[config.mk]
export PLATFORM = sky130hd
export DESIGN_NAME = irq_ctrl
export DESIGN_NICKNAME = d
export VERILOG_FILES = /design/src/rtl/irq_ctrl.sv
export SDC_FILE = /design/constraint.sdc
export NUM_CORES = 1
export LEC_CHECK = 0
export CORE_MARGIN = 2
export CORE_UTILIZATION = 49
export DETAILED_ROUTE_END_ITERATION = 16
export GPL_TIMING_DRIVEN = 0
export PLACE_DENSITY = 0.77
export SETUP_SLACK_MARGIN = 0.15
export SYNTH_ARGS = -nofsm -noshare
export SYNTH_HDL_FRONTEND = slang
export SYNTH_SLANG_ARGS = --single-unit
[constraint.sdc]
create_clock -name i_clk -period 1.86 [get_ports i_clk]
set_input_delay 0.372 -clock i_clk [delete_from_list [all_inputs] [get_ports i_clk]]
set_output_delay 0.372 -clock i_clk [all_outputs]
set_load 0.1 [all_outputs]
[src/rtl/irq_ctrl.sv]
// rtl/irq_ctrl.sv - programmable interrupt controller with edge/level sources, mask, claim
// Synchronised sources feed pending/active logic; eff bits are folded onto N_OUT HWInt lines.
module irq_ctrl #(
  parameter int N_SRC       = 16,
  parameter int N_OUT       = 6,
  parameter int SYNC_STAGES = 2
) (
  input  logic             i_clk,
  input  logic             i_rst,
  input  logic [N_SRC-1:0] i_src_in,
  input  logic             i_sel,
  input  logic [2:0]       i_addr,
  input  logic             i_we,
  input  logic             i_re,
  input  logic [31:0]      i_wdata,
  input  logic [3:0]       i_be,
  output logic [31:0]      o_rdata,
  output logic [N_OUT-1:0] o_irq_out,
  output logic             o_irq_any
);

  localparam logic [2:0] A_PEND  = 3'd0;
  localparam logic [2:0] A_MASK  = 3'd1;
  localparam logic [2:0] A_MODE  = 3'd2;
  localparam logic [2:0] A_POL   = 3'd3;
  localparam logic [2:0] A_CLAIM = 3'd4;
  localparam logic [2:0] A_RAW   = 3'd5;

  logic [N_SRC-1:0] r_sync [SYNC_STAGES];
  logic [N_SRC-1:0] r_prev;
  logic [N_SRC-1:0] r_pend;
  logic [N_SRC-1:0] r_mask;
  logic [N_SRC-1:0] r_mode;
  logic [N_SRC-1:0] r_pol;
  logic [N_OUT-1:0] r_irq_out;
  logic             r_irq_any;

  logic [N_SRC-1:0] w_raw_s;
  logic [N_SRC-1:0] w_n_cur;
  logic [N_SRC-1:0] w_n_prev;
  logic [N_SRC-1:0] w_rise;
  logic [N_SRC-1:0] w_active;
  logic [N_SRC-1:0] w_eff;
  logic [31:0]      w_bmask32;
  logic [31:0]      w_wd32;
  logic [N_SRC-1:0] w_bm;
  logic [N_SRC-1:0] w_wd;
  logic             w_wr;
  logic [N_SRC-1:0] w_mask_next;
  logic [N_SRC-1:0] w_mode_next;
  logic [N_SRC-1:0] w_pol_next;
  logic [N_SRC-1:0] w_mode_fall;
  logic [N_SRC-1:0] w_w1c;
  logic [N_SRC-1:0] w_claim_clr;
  logic [N_SRC-1:0] w_claim_hot;
  logic [5:0]       w_claim_id;
  logic [N_SRC-1:0] w_pend_next;
  logic [N_OUT-1:0] w_irq_map;
  logic [31:0]      w_rd;
  logic             w_unused_hi;

  assign w_raw_s  = r_sync[SYNC_STAGES-1];
  // Both sides use the current polarity so a polarity write cannot fake an edge.
  assign w_n_cur  = w_raw_s ^ r_pol;
  assign w_n_prev = r_prev ^ r_pol;
  assign w_rise   = w_n_cur & ~w_n_prev & r_mode;
  assign w_active = (r_mode & r_pend) | (~r_mode & w_n_cur);
  assign w_eff    = w_active & r_mask;

  assign w_bmask32 = {{8{i_be[3]}}, {8{i_be[2]}}, {8{i_be[1]}}, {8{i_be[0]}}};
  assign w_wd32    = i_wdata & w_bmask32;
  assign w_bm      = w_bmask32[N_SRC-1:0];
  assign w_wd      = w_wd32[N_SRC-1:0];
  assign w_unused_hi = ^{w_bmask32, w_wd32};
  assign w_wr      = i_sel & i_we;

  assign w_mask_next = (w_wr && i_addr == A_MASK) ? ((r_mask & ~w_bm) | w_wd) : r_mask;
  assign w_mode_next = (w_wr && i_addr == A_MODE) ? ((r_mode & ~w_bm) | w_wd) : r_mode;
  assign w_pol_next  = (w_wr && i_addr == A_POL)  ? ((r_pol  & ~w_bm) | w_wd) : r_pol;
  assign w_mode_fall = r_mode & ~w_mode_next;
  assign w_w1c       = (w_wr && i_addr == A_PEND) ? (w_wd & r_mode) : '0;

  always_comb begin
    w_claim_id  = '0;
    w_claim_hot = '0;
    for (int i = N_SRC - 1; i >= 0; i--) begin
      if (w_eff[i]) begin
        w_claim_id     = 6'(i + 1);
        w_claim_hot    = '0;
        w_claim_hot[i] = 1'b1;
      end
    end
  end

  assign w_claim_clr = (i_sel && i_re && i_addr == A_CLAIM) ? (w_claim_hot & r_mode) : '0;

  // A new edge beats a same-cycle W1C or claim; leaving edge mode drops stored state.
  assign w_pend_next = ((r_pend & ~w_w1c & ~w_claim_clr) | w_rise) & ~w_mode_fall;

  always_comb begin
    w_irq_map = '0;
    for (int i = 0; i < N_SRC; i++) begin
      w_irq_map[i % N_OUT] = w_irq_map[i % N_OUT] | w_eff[i];
    end
  end

  always_ff @(posedge i_clk or negedge i_rst) begin
    if (!i_rst) begin
      for (int s = 0; s < SYNC_STAGES; s++) begin
        r_sync[s] <= '0;
      end
      r_prev    <= '0;
      r_pend    <= '0;
      r_mask    <= '0;
      r_mode    <= '0;
      r_pol     <= '0;
      r_irq_out <= '0;
      r_irq_any <= 1'b0;
    end else begin
      r_sync[0] <= i_src_in;
      for (int s = 1; s < SYNC_STAGES; s++) begin
        r_sync[s] <= r_sync[s-1];
      end
      r_prev    <= w_raw_s;
      r_pend    <= w_pend_next;
      r_mask    <= w_mask_next;
      r_mode    <= w_mode_next;
      r_pol     <= w_pol_next;
      r_irq_out <= w_irq_map;
      r_irq_any <= |w_eff;
    end
  end

  always_comb begin
    w_rd = '0;
    if (i_sel) begin
      case (i_addr)
        A_PEND:  w_rd[N_SRC-1:0] = w_active;
        A_MASK:  w_rd[N_SRC-1:0] = r_mask;
        A_MODE:  w_rd[N_SRC-1:0] = r_mode;
        A_POL:   w_rd[N_SRC-1:0] = r_pol;
        A_CLAIM: w_rd[5:0]       = w_claim_id;
        A_RAW:   w_rd[N_SRC-1:0] = w_raw_s;
        default: w_rd = '0;
      endcase
    end
  end

  assign o_rdata   = w_rd;
  assign o_irq_out = r_irq_out;
  assign o_irq_any = r_irq_any;

endmodule

==> flow_summary_export.csv, run 1 <==
group,metric,value,unit
sta,setup_viol,30,
floorplan,io_pins,99,
drt,avgViaCountPerCell,6.11,
clock_tree,clk_pin_slew,0.05,ns
sta,setup_ws,-1.05,ns
run,maxCapViolCount,0,
power_and_ir_drop,irDropWorstVdd,0.848,mV
floorplan,core_area,12600,um2
setup_path,crit_arrival,2.54,ns
synth,async_flop_share,100,%
final_layout,nFillCells,836,
synth,ys.flop_type,"dfrtp_1",
synth,synth.avg_cell_area,10.2,um2
setup_path,r2r_setup_slack,-0.30,ns
global_route,antenna_found_initial,0,
sta,finalMaxSlewViolations,0,
clock_tree,h-tree-depth,4,
synth,synth_top_area_share,47.0,%
synth,syn-instance-count,618,
floorplan,die_h,118,um
clock_tree,cts_tree,"built",
status,status,"complete, but fails checks",
sta,fmax,343,MHz
setup_path,max_stage_delay,0.40,ns
drt,first_iter_violations,638,
placed_design,placedCellCount,868,
floorplan,dieArea,13800,um2
setup_path,critPathKind,"reg -> out",
sta,post-route-period-util,157,%
synth,synth_area_leaders,"dfrtp_1, mux2_2, nand2_1",
floorplan,initial_core_util,50.2,%
sta,skew,0.0100,ns
final_layout,final_common_cell,"dfrtp_1",
global_route,track_usage,30.0,%
setup_path,reg2regPathDepth,8,
drt,wl_per_cell,21.4,um
synth,synth_edf_count,0,
setup_path,cp_slowest_cell,"dfrtp_1",
synth,ys_seq_area_share,47.0,%
final_layout,layout-drive-gt1-share,42.1,%
placed_design,io_buffer_count,62,
drt,route.detailed.drc,0,
clock_tree,numCtsBuffers,17,
global_route,grt_overflow,0,
setup_path,crit_path_end,"o_rdata[1]",
synth,netlist_area,6330,um2
drt,first_pass_iters,7,
power_and_ir_drop,power_density,1060,nW/um2
drt,drtAntennaViolNets,0,
drt,vias,6015,
status,violations,"setup timing",
final_layout,nets,860,
placed_design,routabilityCongestion,0.943,
power_and_ir_drop,leakage,3.98,nW
floorplan,die_w,118,um
final_layout,num_antenna_cells,0,
global_route,grt_pass1_vias,6068,
sta,slew-limit-headroom,63.1,%
setup_path,cp_num_cells,6,
sta,rsz0062_at_grt,"yes",
final_layout,stdcell_count,984,
setup_path,rr_endpoint,"r_pend[7]",
setup_path,crit_buf_inv,1,
clock_tree,cts_sinks,119,
floorplan,row_count,41,
global_route,grt_pass1_wl,32.1,mm
global_route,grt_max_degree,65,
synth,synthDistinctLibCells,75,
final_layout,mostFrequentLayoutCells,"dfrtp_1, buf_4, nand2_1",
synth,synth-seq-cells,119,
setup_path,crit_family,"compound AO/OA/AOI/OAI gates",
synth,yosys_warnings,0,
setup_path,crit_chain,"nor2b_4 -> o311a_4 -> a211o_1 -> a221o_1 -> a211oi_4 -> buf_12",
setup_path,crit_path_max_fanout,4,
final_layout,area_growth,51.9,%
setup_path,required,1.49,ns
clock_tree,clock-root-buffer,"clkbuf_16",
sta,period_minus_slack,2.91,ns
setup_path,start_kind,"flip-flop",
clock_tree,clock_latency,0.43,ns
setup_path,end_kind,"output pin",
clock_tree,cts_buffer_depth,2,
hold_path,hold_class,"reg -> reg",
synth,yosys.area.top_type,"dfrtp_1",
placed_design,dp_hpwl,12.8,mm
power_and_ir_drop,total_power,0.0102,W
drt,wirelength,21.0,mm
sta,hold_viol_final,0,
sta,tightest_slew,0.554,ns
layer usage:
layer	share of wire (%)	vias up	track usage, %
met5	0	-	0
met4	3.3	0	14.2
met3	8.4	68	7.27
met2	50	315	49.9
met1	38	2979	36.9
li1	-	2653	-
cell type report:
type,instances,area [um2],share of cell area [%]
multi-input cells,461,3850,40.0
flip-flops and latches,119,3000,31.2
repair buffers,148,1560,16.2
clock buffers,23,478,4.97
well taps,172,215,2.24
plain buffers,39,363,3.77
clock inverters,8,97.6,1.01
inverters,14,57.6,0.598
how the worst min path moves through the flow:
| stage | startpoint | end | slack (ns) | cells past startpoint |
|---|---|---|---|---|
| after detailed placement | r_sync[20] | w_raw_s[4] | 0.33 | 0 |
| after CTS | r_sync[31] | w_raw_s[15] | 0.35 | 0 |
| after floorplan | i_rst | async pin | 0.08 | 0 |
| after global placement | r_sync[24] | w_raw_s[8] | 0.33 | 0 |
| after global routing | r_sync[24] | w_raw_s[8] | 0.35 | 0 |
| final | r_sync[31] | w_raw_s[15] | 0.35 | 0 |
synth_stat cells (5+ instances only):
cell type and n:
nor2b_1 11, o221ai_1 7, o22a_1 6, a22oi_1 18, xor2_1 12, nor3b_1 6
nand3_1 20, o22ai_1 7, nand2_1 54, o21ai_0 31, nor2_1 26, buf_2 9
o211a_1 5, a21oi_1 27, a31oi_1 7, dfrtp_1 119, inv_1 13, o211ai_1 18
mux2i_1 7, nor2_2 5, a41oi_1 7, nand2b_1 28, clkbuf_1 11, mux2_2 42
nor3_1 13, buf_4 16
repair_timing:
action | in CTS | in global routing
setup endpoints to repair | 87 | 58
endpoints found under the hold margin | 55 | 0
setup buffers | 63 | 20
hold buffers | 1 | 0
gates cloned | 1 | 0
gates resized for setup | 245 | 80
pin swaps | 47 | 39
metrics by stage:
step                      instance area, um2  setup slack (ns)  setup TNS [ns]  utilization (%)  hold slack, ns
after floorplan                         6700             -1.18           -5.73                -          0.0764
after global placement                  7530             -4.08         -560.79             59.7           0.334
after detailed placement                7560             -2.07          -78.42             59.9           0.335
after CTS                               9150             -1.05           -9.41             72.5           0.349
after global routing                    9620             -1.10          -12.23             76.2           0.353
final                                   9620             -1.05          -10.38             76.2           0.346
kinds of logic after synthesis:
family	count (synthesis)	share of synthesized area, %
other cells	1	0.0592
buf+inv	53	4.27
mux	49	8.58
flops	119	47.0
xor+xnor	13	1.80
compound gates	181	20.9
simple gates	202	17.4
report_power, final:
group	internal, W	total (W)	switching [W]
registers	0.00296	0.00335	0.000382
clock network	0.00206	0.00321	0.00115
logic	0.00147	0.00363	0.00216
total	0.00649	0.0102	0.00370
(Power assumes the default switching activity.)
==> run 2, diff against run 1 <==
- CELL_PAD_IN_SITES_DETAIL_PLACEMENT: default -> 1
- CELL_PAD_IN_SITES_GLOBAL_PLACEMENT: default -> 1
- CORE_UTILIZATION: 49 -> 42
- PLACE_DENSITY: 0.77 -> default
- PLACE_DENSITY_LB_ADDON: default -> 0.1
- clock period: 1.86 -> 2.7 ns (I/O delays scaled with it)
==> run 2 against run 1 <==
  * The run still ends with setup timing left
  * Highest routed layer unchanged
  * Die area rose by 16%
  * Critical path depth did not move
  * Sequential cell count is the same
  * Largest power group is now the clock network
  * Design area decreased by 7.7%
  * Clock power is 17% lower
  * Sequential share of layout area increased by 2.5 points
  * Global-route usage decreased by 1.6 points
==> flow_summary_export.csv, run 2 (same netlist as run 1, synthesis figures left out) <==
group,metric,value,unit
drt,wl_per_cell,23.9,um
power_and_ir_drop,clock_power_share,36.6,%
power_and_ir_drop,power_density,815,nW/um2
setup_path,critPathKind,"reg -> out",
setup_path,r2r_setup_slack,0.19,ns
sta,setup_ws,-0.445,ns
global_route,grt_max_degree,69,
final_layout,area_growth,40.2,%
clock_tree,cts_sinks,119,
floorplan,io_pins,99,
floorplan,die_w,127,um
floorplan,die_h,127,um
status,violations,"setup timing",
final_layout,layout-drive-gt1-share,33.5,%
final_layout,design_area,8870,um2
setup_path,end_kind,"output pin",
setup_path,rr_endpoint,"r_pend[10]",
placed_design,dpl-instance-area,7430,um2
final_layout,mostFrequentLayoutCells,"dfrtp_1, buf_4, nand2_1",
clock_tree,numCtsBuffers,17,
final_layout,nets,830,
power_and_ir_drop,net-switching-power,0.00258,W
power_and_ir_drop,irDropWorstVdd,0.453,mV
sta,fmax,318,MHz
clock_tree,clk_pin_slew,0.06,ns
sta,skew,0.0155,ns
sta,post-route-period-util,116,%
clock_tree,cts_hold_buffers,0,
placed_design,dpl_worst_slack,-1.72,ns
setup_path,required,2.16,ns
setup_path,crit_path_max_fanout,4,
sta,rsz0062_at_grt,"yes",
clock_tree,clock-root-buffer,"clkbuf_16",
drt,route.detailed.drc,0,
clock_tree,cts_tree,"built",
placed_design,io_buffer_count,62,
floorplan,row_count,44,
sta,setup_viol,13,
sta,period_minus_slack,3.14,ns
power_and_ir_drop,comb_power_share,31.5,%
power_and_ir_drop,p_int,0.00465,W
drt,first_iter_violations,434,
global_route,grt_pass1_wl,34.5,mm
setup_path,reg2regPathDepth,6,
drt,first_pass_iters,5,
global_route,track_usage,28.5,%
clock_tree,h-tree-depth,4,
power_and_ir_drop,pwr-share-seq,31.9,%
global_route,grt_overflow,0,
drt,avgViaCountPerCell,6.17,
hold_path,hold_class,"in -> async",
sta,hold_viol_final,0,
floorplan,core_area,14600,um2
floorplan,initial_core_util,43.2,%
final_layout,nFillCells,1577,
power_and_ir_drop,leakage,3.71,nW
floorplan,dieArea,16100,um2
global_route,antenna_found_initial,0,
final_layout,final_common_cell,"dfrtp_1",
placed_design,dp_hpwl,14.6,mm
drt,drtAntennaViolNets,0,
setup_path,crit_arrival,2.60,ns
sta,slew-limit-headroom,33.1,%
setup_path,start_kind,"flip-flop",
clock_tree,clock_latency,0.43,ns
drt,vias,5963,
power_and_ir_drop,p_sw_share,35.7,%
sta,tightest_slew,1.00,ns
status,status,"complete, but fails checks",
clock_tree,cts_buffer_depth,2,
global_route,grt_pass1_vias,6025,
sta,finalMaxSlewViolations,0,
final_layout,num_antenna_cells,0,
drt,wirelength,23.1,mm
run,maxCapViolCount,0,
placed_design,routabilityCongestion,0.899,
[run 2: changes by cell type in the layout (fill, tap and decap cells not counted), moves of 7 or more]
cell / previous run / this run
buf_4: 85 / 78
nor2_4: 11 / 2
buf_12: 22 / 7
clkdlybuf4s50_1: 35 / 43
buf_6: 21 / 7
[run 2: critical path, cell delays in order, from the launching register on]
cell,delay [ns]
dfrtp_1,0.42
and2b_2,0.24
o311a_1,0.33
a211o_1,0.29
a221o_1,0.36
a211oi_4,0.32
buf_12,0.22
[run 2: metrics by stage]
stage	hold slack [ns]	utilization [%]	power (W)	TNS, ns	cells
after floorplan	0.244	-	0.00362	-1.14	633
after global placement	0.332	50.5	0.00410	-471.66	879
after detailed placement	0.337	50.7	0.00418	-34.23	880
after CTS	0.0801	57.9	0.00702	-1.65	935
after global routing	0.0946	60.6	0.00749	-2.78	967
final	0.0671	60.6	0.00723	-2.35	967
[run 2: power groups by stage]
stage	combinational, W	sequential [W]	clock [W]
after floorplan	0.00109	0.00252	0
after global placement	0.00182	0.00228	0
after detailed placement	0.00187	0.00230	0
after CTS	0.00206	0.00229	0.00267
after global routing	0.00239	0.00234	0.00276
final	0.00228	0.00231	0.00265
[run 2: final cells by class]
class | count | area (um2) | area share (%)
Inverter | 14 | 63.8 | 0.719
Tap cell | 184 | 230 | 2.59
Clock inverter | 14 | 244 | 2.75
Multi-Input combinational cell | 461 | 3490 | 39.3
Clock buffer | 18 | 439 | 4.95
Buffer | 39 | 283 | 3.19
Timing Repair Buffer | 118 | 1130 | 12.8
Sequential cell | 119 | 2990 | 33.7
[run 2: routing by layer]
layer	routed length, um	vias up	global-route usage, %
met5	0	-	0
met4	712	0	10.6
met3	1680	58	7.80
met2	11000	281	45.5
met1	9710	3044	37.3
li1	-	2580	-
[run 2: timing repair]
action	4_1_cts	5_1_grt
setup buffers	23	32
pin swaps	13	23
gates resized for setup	160	44
endpoints found under the setup margin	25	16
[run 2: how the worst max path moves through the flow]
stage          cells after the start    endpoint         from
5_1_grt                            6  o_rdata[1]    flip-flop
4_1_cts                            6  o_rdata[1]  w_raw_s[11]
6_report                           6  o_rdata[1]  w_raw_s[11]
3_3_place_gp                       1  r_sync[26]        i_rst
2_1_floorplan                      5  o_rdata[0]    i_addr[1]
3_5_place_dp                       6  o_rdata[3]    i_addr[2]
